`config.mk`:
```
export PLATFORM = sky130hd
export DESIGN_NAME = rv32_regfile_mp
export DESIGN_NICKNAME = d
export VERILOG_FILES = /design/src/rtl/rv32_regfile_mp.sv
export SDC_FILE = /design/constraint.sdc
export NUM_CORES = 2
export LEC_CHECK = 0
export ABC_AREA = 0
export CORE_AREA = 2 2 328 330
export CTS_BUF_LIST = sky130_fd_sc_hd__clkbuf_4 sky130_fd_sc_hd__clkbuf_8
export CTS_CLUSTER_SIZE = 28
export DETAILED_ROUTE_END_ITERATION = 8
export DIE_AREA = 0 0 330 332
export GPL_ROUTABILITY_DRIVEN = 0
export HOLD_SLACK_MARGIN = 0.1
export PLACE_DENSITY = 0.82
export SYNTH_ARGS = -nofsm -noshare
export SYNTH_HDL_FRONTEND = slang
export SYNTH_SLANG_ARGS = --single-unit
```
`constraint.sdc`:
```
create_clock -name clk -period 43.1 [get_ports clk]
set_input_delay 4.31 -clock clk [delete_from_list [all_inputs] [get_ports clk]]
set_output_delay 4.31 -clock clk [all_outputs]
set_load 0.05 [all_outputs]
```
`src/rtl/rv32_regfile_mp.sv`:
```
// Multi-port integer register file with optional write-to-read bypass and a
// per-register pending-write scoreboard for decode hazard detection.
module rv32_regfile_mp #(
  parameter int WIDTH      = 32,
  parameter int ADDR_WIDTH = 5,
  parameter int NUM_RD     = 2,
  parameter int NUM_WR     = 2,
  parameter int BYPASS     = 1
) (
  input  logic                         clk,
  input  logic                         rst,
  input  logic [NUM_WR-1:0]            i_we,
  input  logic [NUM_WR*ADDR_WIDTH-1:0] i_wr_addr,
  input  logic [NUM_WR*WIDTH-1:0]      i_wr_data,
  input  logic [NUM_WR-1:0]            i_wr_clr,
  input  logic [NUM_RD*ADDR_WIDTH-1:0] i_rd_addr,
  output logic [NUM_RD*WIDTH-1:0]      o_rd_data,
  output logic [NUM_RD-1:0]            o_rd_busy,
  input  logic                         i_alloc,
  input  logic [ADDR_WIDTH-1:0]        i_alloc_addr,
  input  logic                         i_flush,
  output logic [ADDR_WIDTH:0]          o_pend_cnt
);

  localparam int DEPTH = 2 ** ADDR_WIDTH;

  logic [WIDTH-1:0]      regs_reg [DEPTH];
  logic [DEPTH-1:0]      pend_reg;
  logic [DEPTH-1:0]      pend_next;
  logic [ADDR_WIDTH:0]   cnt_reg;

  function automatic logic [ADDR_WIDTH:0] popcnt(input logic [DEPTH-1:0] v);
    logic [ADDR_WIDTH:0] c;
    c = '0;
    for (int i = 0; i < DEPTH; i++) c = c + (ADDR_WIDTH + 1)'(v[i]);
    return c;
  endfunction

  // Ports are visited in ascending order so the highest index wins a conflict.
  always_ff @(posedge clk or posedge rst) begin
    if (rst) begin
      for (int i = 0; i < DEPTH; i++) regs_reg[i] <= '0;
    end else begin
      for (int k = 0; k < NUM_WR; k++) begin
        if (i_we[k] && i_wr_addr[k*ADDR_WIDTH +: ADDR_WIDTH] != '0)
          regs_reg[i_wr_addr[k*ADDR_WIDTH +: ADDR_WIDTH]] <= i_wr_data[k*WIDTH +: WIDTH];
      end
    end
  end

  // Clear first, then alloc, so a same-cycle alloc on a retiring register keeps it pending.
  always_comb begin
    pend_next = pend_reg;
    for (int k = 0; k < NUM_WR; k++) begin
      if (i_we[k] && i_wr_clr[k] && i_wr_addr[k*ADDR_WIDTH +: ADDR_WIDTH] != '0)
        pend_next[i_wr_addr[k*ADDR_WIDTH +: ADDR_WIDTH]] = 1'b0;
    end
    if (i_alloc && i_alloc_addr != '0)
      pend_next[i_alloc_addr] = 1'b1;
    if (i_flush)
      pend_next = '0;
    pend_next[0] = 1'b0;
  end

  always_ff @(posedge clk or posedge rst) begin
    if (rst) begin
      pend_reg <= '0;
      cnt_reg  <= '0;
    end else begin
      pend_reg <= pend_next;
      cnt_reg  <= popcnt(pend_next);
    end
  end

  assign o_pend_cnt = cnt_reg;

  generate
    for (genvar gi = 0; gi < NUM_RD; gi++) begin : g_rd
      logic [ADDR_WIDTH-1:0] rd_addr;
      logic [WIDTH-1:0]      rd_val;
      logic                  rd_busy;

      assign rd_addr = i_rd_addr[gi*ADDR_WIDTH +: ADDR_WIDTH];

      always_comb begin
        rd_val  = regs_reg[rd_addr];
        rd_busy = pend_reg[rd_addr];
        if (BYPASS != 0) begin
          for (int k = 0; k < NUM_WR; k++) begin
            if (i_we[k] && i_wr_addr[k*ADDR_WIDTH +: ADDR_WIDTH] == rd_addr) begin
              rd_val = i_wr_data[k*WIDTH +: WIDTH];
              if (i_wr_clr[k]) rd_busy = 1'b0;
            end
          end
        end
        if (rd_addr == '0 || rst) begin
          rd_val  = '0;
          rd_busy = 1'b0;
        end
      end

      assign o_rd_data[gi*WIDTH +: WIDTH] = rd_val;
      assign o_rd_busy[gi]                = rd_busy;
    end
  endgenerate

endmodule

```
### Yosys cells after proc, flatten, opt, wreduce, memory -nomap -nowiden

Cells that the tools add are included.

* flip-flop bits (word level): 1061
* output and inout port bits: 72
* word-level logic and storage cells: 158

* $add $sub $neg: 30
* $lt $le $gt $ge: 14
* equality and inequality tests: 4
* multiplexer cells: 44
* bitwise gates (word level): 9
* reduce and logical (&&, ||, !) cells: 23

Operators by type and width (number)
* $bwmux W1024: 2
* $mux W1024: 2
* $mux W32: 16
* $bmux W32 S5: 2
* $demux W32 S5: 2
* $add A6 B1 Y6: 25
* $and A32 B32 Y32: 2
* $not A32 Y32: 2
* $or A32 B32 Y32: 1
* $lt A5 B6 Y1 const B: 5
* $ge A6 B6 Y1 const B: 4
* $not A5 Y6: 4
* $eq A5 B5 Y1: 4
* $logic_and A1 B1 Y1: 16
* $demux W1 S5: 3
* $ge A5 B1 Y1 const B: 3
* $mux W1: 15
* $reduce_bool A5 Y1: 3
* $lt A6 B1 Y1 const B: 2
* $bmux W1 S5: 2
* $logic_not A5 Y1: 2
* $add A5 B1 Y6: 1
* $add A4 B1 Y5: 1
* $add A3 B1 Y4: 1
* 3 further kinds: 4

### Longest topological paths before layout

* word-level depth: 42
* gate-level depth with buffers: 24
* depth with buffers taken out: 21

### Least setup slack after synthesis

No wires, ideal clock.

* path kind: input-to-output
* start: in rst
* end: out o_rd_data[40]
* arrival time: 30.554 ns
* required time: 38.790 ns
* setup slack: 8.236 ns
* cell stages on the path: 5
* buffers on the path: 2
* cell sequence: inv_1 and4_4 buf_6 buf_6 a221o_1

* longest elaborated chain between the ends: 2

Ends and longest elaborated chain
* start: declaration: line 11 `input logic rst,`
* $logic_or A1 B1 Y1: line 96 `if (rd_addr == '0 || rst) begin`
* $mux W32: line 96
* end: declaration: line 17 `output logic [NUM_RD*WIDTH-1:0] o_rd_data,`

Every way passes these cells.

### Worst setup path in the final report

* start: in i_rd_addr[0]
* end: out o_rd_data[7]

* longest elaborated chain between the ends: 7

Ends and longest elaborated chain
* start: declaration: line 16 `input logic [NUM_RD*ADDR_WIDTH-1:0] i_rd_addr,`
* $not A5 Y6 (implied by the code): line 86 `rd_val = regs_reg[rd_addr];`
* $bmux W32 S5: line 86
* $mux W32 (implied by the code) (2 in a row): line 86
* $mux W32 (2 in a row): line 90 `if (i_we[k] && i_wr_addr[k*ADDR_WIDTH +: ADDR_WIDTH] == rd_addr) begin`
* $mux W32 *: line 96

Mark *: on every way between the ends. The rest lies on a longest branch, timed or not. The select of a mux whose other input is x is not followed.

==> impl_results.md <==
* Largest net degree at the start of global routing at 166
* Leakage at 30.63 nW
* Required time worst endpoint at 38.79 ns
* TritonCTS clock tree: yes
* # Max-Cap Violations at 2
* Ys Warns at 0
* First-pass GRT wire length at 386,600 um
* Setup-failing EPs final at 0
* Critical path launch point type: primary input
* Clock Root Buffer: clkbuf_8
* Crit path max fanout at 102
* Peak VDD IR at 0.02716 mV
* Grt ovf at 0
* Top cells by instance count after synthesis: dfrtp_1, mux2i_1, nand2_1, o21ai_0, clkbuf_1
* Antenna violations before repair at 16
* Worst path slowest cell: o32ai_1
* Count leader, synth: dfrtp_1
* Layout cells sized above 1 at 17.03%
* Reg clk slew, reported paths at 0.07 ns
* Number of global-route vias before repair at 59,650
* Crit path depth at 10
* Synth Flop Type: dfrtp_1
* Flops & latches, synth at 1,061
* Min Hold Slack at 0.3995 ns
* IO Pins at 169
* Number of port buffers at 168
* Fillers at 7,509
* Mapped Cells at 6,559
* Seq/Total Area, Yosys at 38.91%
* Worst-Skew Late Latency at 0.88 ns
* Critical Path End Type: primary output
* Final Hold Violating Endpoints at 0
* PwrDens at 44.90 nW/um^2
* DR WL/cell at 34.03 um
* RR Endpoint: o_pend_cnt[4]$_DFF_PP0_
* CTS Buffer Depth at 3
* Tightest Pin Transition at 1.539 ns
* ANT nets after route at 0
* Async S/R FF share, synth at 100.0%
* Setup crit start: i_rd_addr[0]
* Reg2reg setup slack at 37.72 ns
* Seq. cell area at 26,550 um^2
* Clk_skew at 0.006634 ns
* Most used cell, CP: buf_4
* Worst setup path endpoint: o_rd_data[7]
* Mean Syn Cell Area at 10.40 um^2
* Clk sinks at 1,061
* Crit Path Class: in2out
* Fin crit share at 33.82%
* Mapped cell area at 68,240 um^2
* Initial DRC Count at 13,060
* Post-Syn Nets at 6,686
* # DRC at 42
* Vias per cell at 7.864
* CP bufs+invs at 5
* DP Area at 69,510 um^2
* Die height at 332 um
* Status: finished, violations left
* Largest register FFs at 1,024
* Chip width at 330 um
* Rows at 120
* Hold Path Class: reg2reg
* Setup Fix Bufs, Post-CTS at 0
* Max_slew headroom at -2.595%
* Core Region at 106,300 um^2
* Worst-path cell chain: buf_8 > buf_12 > buf_4 > xnor2_1 > and4_1 > buf_4 > a21oi_2 > nand2_1 > o32ai_1 > clkdlybuf4s50_1
* Netlist cell types at 65
* Max-slew violations at 19
* Total power at 0.003294 W
* Worst reg2reg startpoint: pend_reg[14]$_DFF_PP0_
* H-tree levels at 4
* Pre-antenna DRT Iters at 9
* Largest cells by area after synthesis: dfrtp_1, mux4_2, mux2i_1
* Failing checks: DRC, capacitance limit, slew limit
* Inserted Clock Buffers at 175
* WL final at 263,700 um
* Number of gates resized after cts at 0
* Total GRT Usage at 48.06%
* Yosys top cell by area: dfrtp_1
* Multi-input combinational cell area at 37,960 um^2
* Detailed placement HPWL at 139,500 um
* Post-synth EDFFs at 0
* Critical Path Max Stage Delay at 1.20 ns
* Fin crit period at 14.58 ns
* Via count at 60,950
* Layout area overhead at 7.532%
* Setup TNS at 0 ns
* Die ar. at 109,600 um^2
* Final instance area at 73,380 um^2
* Worst reg2reg path depth at 17
* Largest delay contributor family on the critical path: buffers and inverters
* Fmax achieved at 68.60 MHz
* Initial Utilization at 64.19%
* Yosys top cell area share at 38.91%
* Hold Buf Count CTS at 0
* Final nets at 6,334
* RSZ-0062 raised after global routing: false
* Critical path data arrival time at 10.27 ns
## worst register-to-register path: stages (launching register included)
cell      delay, ns
dfrtp_1        0.38
o221ai_1       0.14
a21oi_1        0.32
fa_1           0.50
fa_1           0.50
inv_1          0.06
fa_1           0.53
inv_1          0.05
fa_1           0.46
fa_1           0.54
inv_1          0.06
fa_1           0.44
fa_1           0.44
fa_1           0.47
inv_1          0.07
a21o_1         0.10
a21oi_1        0.07
xnor2_1        0.13
## kinds of logic (layout without fill, tap and decap cells)
logic type,Yosys count,in the layout,share of synthesized area (%)
other,0,12,0
AO/OA/AOI/OAI,1593,1593,13.75
AND/OR/NAND/NOR,1411,1411,8.567
multiplexers,1532,1532,31.52
buffers and inverters,909,686,6.159
XOR/XNOR,23,23,0.2952
flip-flops,1061,1061,38.91
adder cells (fa/ha/maj),30,30,0.8031
## through the flow
| step | setup WS (ns) | util, % | instances |
|---|---|---|---|
| after global routing | 28.40 | 69.01 | 7743 |
| after detailed placement | 28.86 | 65.39 | 7433 |
| final | 28.52 | 69.03 | 7751 |
| after global placement | 28.88 | 65.39 | 7433 |
| after floorplan | 8.236 | - | 6559 |
| after CTS | 28.84 | 69.00 | 7739 |
## metal layers
layer	track usage [%]	routed length, um	part of all wire, %	up-vias
met4	37.16	26630	10	28
met5	1.686	334	0.13	-
li1	-	-	-	23360
met1	57.87	82420	31	28730
met2	64.49	106200	40	6661
met3	24.95	48130	18	2175
## report_power, final
part	internal [W]	switching, W
Combinational	0.000425	0.000426
Sequential	0.00124	0.000210
Clock	0.000548	0.000443
Total	0.00222	0.00108
## worst min-delay path by stage
stage | from | end | cells past startpoint
2_1_floorplan | regs_reg[1004]$_DFF_PP0_ | regs_reg[1004]$_DFF_PP0_ | 1
3_3_place_gp | regs_reg[1004]$_DFF_PP0_ | regs_reg[1004]$_DFF_PP0_ | 0
3_5_place_dp | regs_reg[1009]$_DFF_PP0_ | regs_reg[1009]$_DFF_PP0_ | 0
4_1_cts | regs_reg[993]$_DFF_PP0_ | regs_reg[993]$_DFF_PP0_ | 0
5_1_grt | regs_reg[999]$_DFF_PP0_ | regs_reg[999]$_DFF_PP0_ | 0
6_report | regs_reg[1005]$_DFF_PP0_ | regs_reg[1005]$_DFF_PP0_ | 0
## final cells by class
class | count | share of cell area (%)
Antenna cell | 12 | 0.04092
Sequential cell | 1061 | 36.18
Multi-Input combinational cell | 4589 | 51.73
Inverter | 31 | 0.1688
Clock buffer | 273 | 4.737
Clock inverter | 33 | 0.4928
Timing Repair Buffer | 349 | 4.256
Tap cell | 1403 | 2.392
## cells in the final DEF (no fill, tap or decap), types with 9 or more instances in the layout
cell type	count
a2111oi_0	12
a211oi_1	25
a21o_1	21
a21oi_1	429
a221o_1	32
a22o_1	37
a22oi_1	46
a32oi_1	78
and3_1	33
buf_4	176
clkbuf_4	45
clkbuf_8	229
clkdlybuf4s50_1	160
clkinv_2	15
dfrtp_1	1061
diode_2	12
fa_1	23
inv_1	30
mux2i_1	1037
mux4_2	493
nand2_1	718
nand2_4	11
nand3_1	54
nand4_1	10
nor2_1	442
nor2_4	34
nor2b_1	9
nor3_1	17
o2111ai_1	34
o211ai_1	10
o21ai_0	566
o21ai_1	97
o221ai_1	26
o22ai_1	147
o32ai_1	20
xnor2_1	14
xor2_1	9
Power figures use the tool's default switching activity.
